[src/rtl/lsu_mem_initiator_pkg.sv]
// Shared types for the LSU data-memory initiator: memory bundles, access sizes,
// FSM states and lane helpers.
package lsu_mem_initiator_pkg;

  localparam int unsigned XLEN   = 32;
  localparam int unsigned BYTE_W = 8;
  localparam int unsigned HALF_W = 16;
  localparam int unsigned LANE_W = 2;
  localparam int unsigned SH_W   = $clog2(XLEN);

  typedef struct packed {
    logic [XLEN-1:0] addr;
    logic [XLEN-1:0] w_data;
    logic            w_en;
    logic            req;
  } type_exe2mem_s;

  typedef struct packed {
    logic [XLEN-1:0] r_data;
    logic            ack;
  } type_mem2wrb_s;

  typedef enum logic [1:0] {
    LSU_SZ_BYTE = 2'b00,
    LSU_SZ_HALF = 2'b01,
    LSU_SZ_WORD = 2'b10
  } type_lsu_size_e;

  typedef enum logic [2:0] {
    LSU_IDLE,
    LSU_RD,
    LSU_RMW_RD,
    LSU_RMW_WR,
    LSU_DONE
  } type_lsu_state_e;

  // Transaction fields captured at accept
  typedef struct packed {
    logic            we;
    type_lsu_size_e  size;
    logic            is_unsigned;
    logic            err;
    logic [XLEN-1:0] addr;
    logic [XLEN-1:0] wdata;
  } type_lsu_txn_s;

  // Encoding 2'b11 behaves as a full word
  function automatic type_lsu_size_e lsu_size_decode(input logic [1:0] raw);
    case (raw)
      2'b00:   return LSU_SZ_BYTE;
      2'b01:   return LSU_SZ_HALF;
      default: return LSU_SZ_WORD;
    endcase
  endfunction

  function automatic logic lsu_misaligned(input type_lsu_size_e size,
                                          input logic [LANE_W-1:0] lane);
    case (size)
      LSU_SZ_HALF: return lane[0];
      LSU_SZ_WORD: return |lane;
      default:     return 1'b0;
    endcase
  endfunction

  function automatic logic [XLEN-1:0] lsu_word_index(input logic [XLEN-1:0] addr);
    return {{LANE_W{1'b0}}, addr[XLEN-1:LANE_W]};
  endfunction

endpackage

[src/rtl/lsu_data_align.sv]
// Lane steering for the LSU: extract/extend load data, and merge a byte or half
// store into the word read back from memory.
module lsu_data_align
  import lsu_mem_initiator_pkg::*;
(
  input  logic [XLEN-1:0]   r_data,
  input  logic [XLEN-1:0]   wdata,
  input  type_lsu_size_e    size,
  input  logic              is_unsigned,
  input  logic [LANE_W-1:0] lane,
  output logic [XLEN-1:0]   load_data_c,
  output logic [XLEN-1:0]   store_data_c
);

  logic [SH_W-1:0]   byte_sh;
  logic [SH_W-1:0]   half_sh;
  logic [BYTE_W-1:0] byte_c;
  logic [HALF_W-1:0] half_c;

  assign byte_sh = {lane, 3'b000};
  assign half_sh = {lane[1], 4'b0000};

  // Little-endian lanes: byte at 8*lane, half at 16*lane[1]
  always_comb begin
    byte_c       = r_data[byte_sh +: BYTE_W];
    half_c       = r_data[half_sh +: HALF_W];
    load_data_c  = r_data;
    store_data_c = wdata;
    case (size)
      LSU_SZ_BYTE: begin
        load_data_c  = {{(XLEN-BYTE_W){byte_c[BYTE_W-1] & ~is_unsigned}}, byte_c};
        store_data_c = r_data;
        store_data_c[byte_sh +: BYTE_W] = wdata[BYTE_W-1:0];
      end
      LSU_SZ_HALF: begin
        load_data_c  = {{(XLEN-HALF_W){half_c[HALF_W-1] & ~is_unsigned}}, half_c};
        store_data_c = r_data;
        store_data_c[half_sh +: HALF_W] = wdata[HALF_W-1:0];
      end
      default: ;
    endcase
  end

endmodule

[src/rtl/lsu_mem_initiator.sv]
// Load/store unit driving the data-memory port; sub-word stores are done as
// read-modify-write since the memory has no byte enables.
module lsu_mem_initiator
  import lsu_mem_initiator_pkg::*;
(
  input  logic            clk,
  input  logic            rst_n,
  input  logic            lsu_req_i,
  input  logic            lsu_we_i,
  input  logic [1:0]      lsu_size_i,
  input  logic            lsu_unsigned_i,
  input  logic [XLEN-1:0] lsu_addr_i,
  input  logic [XLEN-1:0] lsu_wdata_i,
  output logic            lsu_busy_o,
  output logic            lsu_done_o,
  output logic [XLEN-1:0] lsu_rdata_o,
  output logic            lsu_misaligned_o,
  output type_exe2mem_s   exe2mem_o,
  input  type_mem2wrb_s   mem2wrb_i
);

  type_lsu_state_e state_q, state_d;
  type_lsu_txn_s   txn_q, txn_d;
  logic [XLEN-1:0] merged_q, merged_d;
  logic [XLEN-1:0] ldata_q, ldata_d;

  type_exe2mem_s   exe2mem_d;
  logic            busy_d, done_d, mis_d;
  logic [XLEN-1:0] rdata_d;

  type_lsu_size_e  size_c;
  logic            mis_c;
  logic [XLEN-1:0] load_data_c, store_data_c;

  lsu_data_align u_align (
    .r_data       (mem2wrb_i.r_data),
    .wdata        (txn_q.wdata),
    .size         (txn_q.size),
    .is_unsigned  (txn_q.is_unsigned),
    .lane         (txn_q.addr[LANE_W-1:0]),
    .load_data_c  (load_data_c),
    .store_data_c (store_data_c)
  );

  // State, capture and output registers
  always_ff @(posedge clk or negedge rst_n) begin
    if (!rst_n) begin
      state_q          <= LSU_IDLE;
      txn_q            <= '0;
      merged_q         <= '0;
      ldata_q          <= '0;
      exe2mem_o        <= '0;
      lsu_busy_o       <= 1'b0;
      lsu_done_o       <= 1'b0;
      lsu_rdata_o      <= '0;
      lsu_misaligned_o <= 1'b0;
    end else begin
      state_q          <= state_d;
      txn_q            <= txn_d;
      merged_q         <= merged_d;
      ldata_q          <= ldata_d;
      exe2mem_o        <= exe2mem_d;
      lsu_busy_o       <= busy_d;
      lsu_done_o       <= done_d;
      lsu_rdata_o      <= rdata_d;
      lsu_misaligned_o <= mis_d;
    end
  end

  // Next state, then outputs decoded from the next state so they register with it
  always_comb begin
    state_d   = state_q;
    txn_d     = txn_q;
    merged_d  = merged_q;
    ldata_d   = ldata_q;
    exe2mem_d = '0;
    size_c    = lsu_size_decode(lsu_size_i);
    mis_c     = lsu_misaligned(size_c, lsu_addr_i[LANE_W-1:0]);

    case (state_q)
      LSU_IDLE: begin
        if (lsu_req_i) begin
          txn_d.we          = lsu_we_i;
          txn_d.size        = size_c;
          txn_d.is_unsigned = lsu_unsigned_i;
          txn_d.err         = mis_c;
          txn_d.addr        = lsu_addr_i;
          txn_d.wdata       = lsu_wdata_i;
          ldata_d           = '0;
          if (mis_c) begin
            state_d = LSU_DONE;
          end else if (lsu_we_i && (size_c != LSU_SZ_WORD)) begin
            state_d = LSU_RMW_RD;
          end else begin
            state_d = LSU_RD;
          end
        end
      end
      LSU_RD: begin
        if (mem2wrb_i.ack) begin
          if (!txn_q.we) begin
            ldata_d = load_data_c;
          end
          state_d = LSU_DONE;
        end
      end
      LSU_RMW_RD: begin
        if (mem2wrb_i.ack) begin
          merged_d = store_data_c;
          state_d  = LSU_RMW_WR;
        end
      end
      LSU_RMW_WR: begin
        if (mem2wrb_i.ack) begin
          state_d = LSU_DONE;
        end
      end
      LSU_DONE: state_d = LSU_IDLE;
      default:  state_d = LSU_IDLE;
    endcase

    case (state_d)
      LSU_RD: begin
        exe2mem_d.req    = 1'b1;
        exe2mem_d.w_en   = txn_d.we;
        exe2mem_d.addr   = lsu_word_index(txn_d.addr);
        exe2mem_d.w_data = txn_d.wdata;
      end
      LSU_RMW_RD: begin
        exe2mem_d.req  = 1'b1;
        exe2mem_d.addr = lsu_word_index(txn_d.addr);
      end
      LSU_RMW_WR: begin
        exe2mem_d.req    = 1'b1;
        exe2mem_d.w_en   = 1'b1;
        exe2mem_d.addr   = lsu_word_index(txn_d.addr);
        exe2mem_d.w_data = merged_d;
      end
      default: ;
    endcase

    busy_d  = (state_d != LSU_IDLE);
    done_d  = (state_d == LSU_DONE);
    rdata_d = done_d ? ldata_d : '0;
    mis_d   = done_d & txn_d.err;
  end

endmodule

[config.mk]
export PLATFORM = sky130hd
export DESIGN_NAME = lsu_mem_initiator
export DESIGN_NICKNAME = d
export VERILOG_FILES = /design/src/rtl/lsu_mem_initiator_pkg.sv /design/src/rtl/lsu_data_align.sv /design/src/rtl/lsu_mem_initiator.sv
export SDC_FILE = /design/constraint.sdc
export NUM_CORES = 1
export LEC_CHECK = 0
export CAP_MARGIN = 10
export CORE_UTILIZATION = 54
export CTS_BUF_LIST = sky130_fd_sc_hd__clkbuf_8
export DETAILED_ROUTE_END_ITERATION = 10
export MAX_ROUTING_LAYER = met4
export PLACE_DENSITY_LB_ADDON = 0.25
export SKIP_LAST_GASP = 1
export SLEW_MARGIN = 20
export SYNTH_ARGS = -nofsm -noshare
export SYNTH_HDL_FRONTEND = slang
export SYNTH_SLANG_ARGS = --single-unit
[constraint.sdc]
create_clock -name clk -period 2.69 [get_ports clk]
set_input_delay 0.6725 -clock clk [delete_from_list [all_inputs] [get_ports clk]]
set_output_delay 0.6725 -clock clk [all_outputs]
set_load 0.03 [all_outputs]
==> flow_summary.rst, run 1 <==
.. list-table::
   :header-rows: 1

   * - Metric
     - Value
   * - Final GP Congestion
     - 0.937
   * - Net total in the final layout
     - 1281
   * - Maximum VDD drop
     - 0.706 mV
   * - Worst hold slack across all endpoints
     - 0.0620 ns
   * - Placeable core area
     - 19000 um2
   * - Maximum number of pins on one net before global-route repair
     - 65
   * - Average wire length per cell after detail routing
     - 19.7 um
   * - Number of warnings issued by yosys
     - 0
   * - Total CTS buffers
     - 40
   * - DIE WIDTH
     - 142 um
   * - Met3 usage
     - 8.31%
   * - Depth of the CTS H-tree
     - 2
   * - Number of iterations in the first detailed-routing pass
     - 5
   * - Cell count after synthesis
     - 960
   * - Average via count per standard cell
     - 5.78
   * - Number of inserted diodes
     - 0
   * - IO Pins
     - 205
   * - Hold Fails Final Rpt
     - 0
   * - Synth Flop Type
     - dfrtp_1
   * - Global Route met2 Usage
     - 44.9%
   * - Max Freq
     - 0.400 GHz
   * - Clk_lat worst skew
     - 0.53 ns
   * - Buffers added on ports
     - 202
   * - MaxCap Viol Count
     - 0
   * - Area taken by flip-flops and latches
     - 5880 um2
   * - DPL Wire Length
     - 19900 um
   * - Buffers inserted during post-CTS setup optimization
     - 0
   * - Via count of the routed design
     - 8434
   * - Share of synthesized flip-flops with an asynchronous set or reset
     - 100%
   * - Final slew viol count
     - 0
   * - Post-route setup TNS
     - 0 ns
   * - Number of buffer and inverter stages on the critical path
     - 3
   * - Setup violations, final
     - 0
   * - CP Launch Type
     - flop
   * - Number of enable-type register cells in the synthesized netlist
     - 0
   * - Setup clock skew after layout
     - 0.0187 ns
   * - DRC errors left
     - 0
   * - Synth cell count leaders
     - dfrtp_1 (235), nand2_1 (75), nor2_1 (66), nor2b_1 (64), mux2_2 (50)
   * - Synth Register Bits
     - 235
   * - Cell type group with the largest total delay on the critical path
     - buffers and inverters
   * - Std cell rows
     - 50
   * - Leakage power summed over all cells
     - 6.05 nW
   * - RSZ-0062 raised after global routing
     - false
   * - P&R area growth vs syn
     - 31.2%
   * - Number of gates given a new drive strength after cts
     - 0
   * - Global-route track usage on met1
     - 40.2%
   * - TritonCTS clock tree
     - built
   * - Layout fillers
     - 1373
   * - Average cell area after synthesis
     - 11.0 um2
   * - Area fraction of the dominant cell type after synthesis
     - 55.6%
   * - Cell with the most instances on the worst path
     - buf_4
   * - Cell area after synthesis
     - 10600 um2
   * - Total track usage
     - 30.5%
   * - Iteration-0 DRC Markers
     - 756
   * - Area used by multi-input combinational logic
     - 4330 um2
   * - Cell with the largest stage delay on the worst path
     - dfrtp_1
   * - Number of sinks handled by clock tree synthesis
     - 235
   * - Aggregate global routing overflow
     - 0
   * - Critical path, cell by cell
     - buf_4, clkinv_1, nor3_2, buf_4, a22oi_1, a21oi_2
   * - Root cell of the clock tree
     - clkbuf_8
   * - Buffers from clock root to sink, at most
     - 3
   * - Detail Route Antenna Nets
     - 0
   * - Die Y
     - 142 um
   * - Routed wire length
     - 28800 um
   * - Biggest cell delay along the critical path
     - 0.60 ns
   * - First-pass GRT wire length
     - 45800 um
   * - Period Utilization, post-route
     - 93.0%
   * - Power Total
     - 15.4 mW
   * - Busiest metal layer after global routing
     - met2
   * - Tightest Hold Check Type
     - primary input to async pin
   * - CTS Hold Buffers Added
     - 0
   * - Part of the Yosys area used for sequential elements
     - 55.6%
   * - Proportion of layout cells with a drive suffix above 1
     - 15.6%
   * - Largest driver fanout on the critical path
     - 17
   * - Full die area
     - 20100 um2
   * - Crit path DAT
     - 2.95 ns
   * - Via count of the first global-routing pass
     - 8410
   * - Start-to-end type of the worst setup path
     - flop to flop
   * - Area leader, netlist
     - dfrtp_1
   * - Top cells by area in the synthesized netlist
     - dfrtp_1 (56%), mux2_2 (5.3%), nor2b_1 (3.8%), nand2_1 (2.7%), mux2i_1 (2.6%)
   * - Shortest clock period the worst path allows after layout
     - 2.50 ns
   * - Tightest Pin Transition
     - 0.628 ns
   * - Clock transition at the registers of the reported paths
     - 0.06 ns
   * - Worst relative slew slack
     - 57.9%
   * - Power per cell area
     - 1110 nW/um2
   * - Most frequent cell after synthesis
     - dfrtp_1
   * - Worst setup EP type
     - flop
   * - Distinct cell type count of the synthesized netlist
     - 67
   * - Antenna violations before repair
     - 0
   * - Status
     - complete, no violations
   * - Critical Path RT
     - 3.14 ns
   * - Initial cell density of the core
     - 55.8%
[cells in the final DEF (no fill, tap or decap), types with 23 or more instances in the layout]
| master | netlist | final |
|---|---|---|
| o21ai_1 | 25 | 24 |
| inv_1 | 6 | 24 |
| clkdlybuf4s50_1 | 0 | 201 |
| clkbuf_8 | 0 | 50 |
| a21oi_1 | 34 | 33 |
| nand3_1 | 42 | 42 |
| mux2i_1 | 27 | 27 |
| o21ai_0 | 48 | 48 |
| dfrtp_1 | 235 | 234 |
| nor2b_1 | 64 | 64 |
| nand2b_1 | 23 | 23 |
| nor2_1 | 66 | 66 |
| mux2_2 | 50 | 50 |
| buf_4 | 4 | 29 |
| nand2_1 | 75 | 75 |
[final cells by class]
class,instances,share of cell area [%]
multi-input cells,641,31.2
clock buffers,50,4.96
inverters,10,0.271
repair buffers,244,18.1
clock inverters,20,0.758
well taps,260,2.35
flip-flops and latches,235,42.4
[through the flow]
stage          setup WS, ns  utilization, %  cell area [um2]  cells
5_1_grt              0.0797            73.2            13900   1460
4_1_cts               0.288            73.2            13900   1460
3_5_place_dp         0.0529            69.0            13100   1390
3_3_place_gp          0.121            69.0            13100   1390
6_report              0.189            73.2            13900   1460
2_1_floorplan         0.295               -            10600    961
[flip-flops by register name, indices dropped and copies added, names as in the netlist]
signal	flops
lsu_done_o	1
txn_q	69
lsu_rdata_o	32
lsu_busy_o	1
lsu_misaligned_o	1
ldata_q	32
merged_q	32
exe2mem_o	64
state_q	3
[worst register-to-register path: stages (launching register included)]
cell	delay, ns
dfrtp_1	0.60
buf_4	0.30
clkinv_1	0.54
nor3_2	0.41
buf_4	0.27
a22oi_1	0.14
a21oi_2	0.16
[kinds of logic (layout without fill, tap and decap cells)]
kind of cell | after synthesis | after routing | share of synthesized area (%)
compound gates | 235 | 235 | 15.1
xor+xnor | 1 | 1 | 0.0828
fa+ha+maj | 5 | 5 | 0.592
buf+inv | 85 | 324 | 3.79
flops | 235 | 235 | 55.6
mux | 91 | 91 | 9.37
other cells | 1 | 2 | 0.0355
simple gates | 307 | 307 | 15.5
[final timing paths]
| kind | start | end | slack (ns) | depth (start not counted) |
|---|---|---|---|---|
| min in group clk | ldata_q[3] | ldata_q[3] | 0.47 | 2 |
| min | rst_n | lsu_rdata_o[19] | 0.06 | 1 |
| max reg2reg | txn_q[67] | lsu_rdata_o[27] | 0.19 | 6 |
| max in group asynchronous | rst_n | exe2mem_o[0] | 1.94 | 2 |
| min reg2reg | ldata_q[3] | ldata_q[3] | 0.47 | 2 |
| max | txn_q[67] | lsu_rdata_o[27] | 0.19 | 6 |
[routing by layer]
metal | share of wire, % | up-vias
met1 | 41 | 4098
met5 | 0 | -
met4 | 3.5 | 0
li1 | - | 3847
met2 | 45 | 410
met3 | 10 | 79
[where the power goes]
part	leakage, nW	total (mW)	internal (mW)	switching, mW
sequential	3.00	5.57	4.82	0.750
clock	0.470	3.16	1.76	1.40
combinational	2.58	6.63	2.83	3.80
total	6.05	15.4	9.41	5.94
No activity file was read; power rests on OpenSTA's default activity.
==> run 2: changes to the inputs <==
--- a/config.mk
+++ b/config.mk
@@ -9,6 +9,7 @@
 export CORE_UTILIZATION = 54
 export CTS_BUF_LIST = sky130_fd_sc_hd__clkbuf_8
 export DETAILED_ROUTE_END_ITERATION = 10
+export GPL_ROUTABILITY_DRIVEN = 0
 export MAX_ROUTING_LAYER = met4
 export PLACE_DENSITY_LB_ADDON = 0.25
 export SKIP_LAST_GASP = 1
==> results of run 2 <==
Final layout, timing and power as in run 1 (identical DEF).
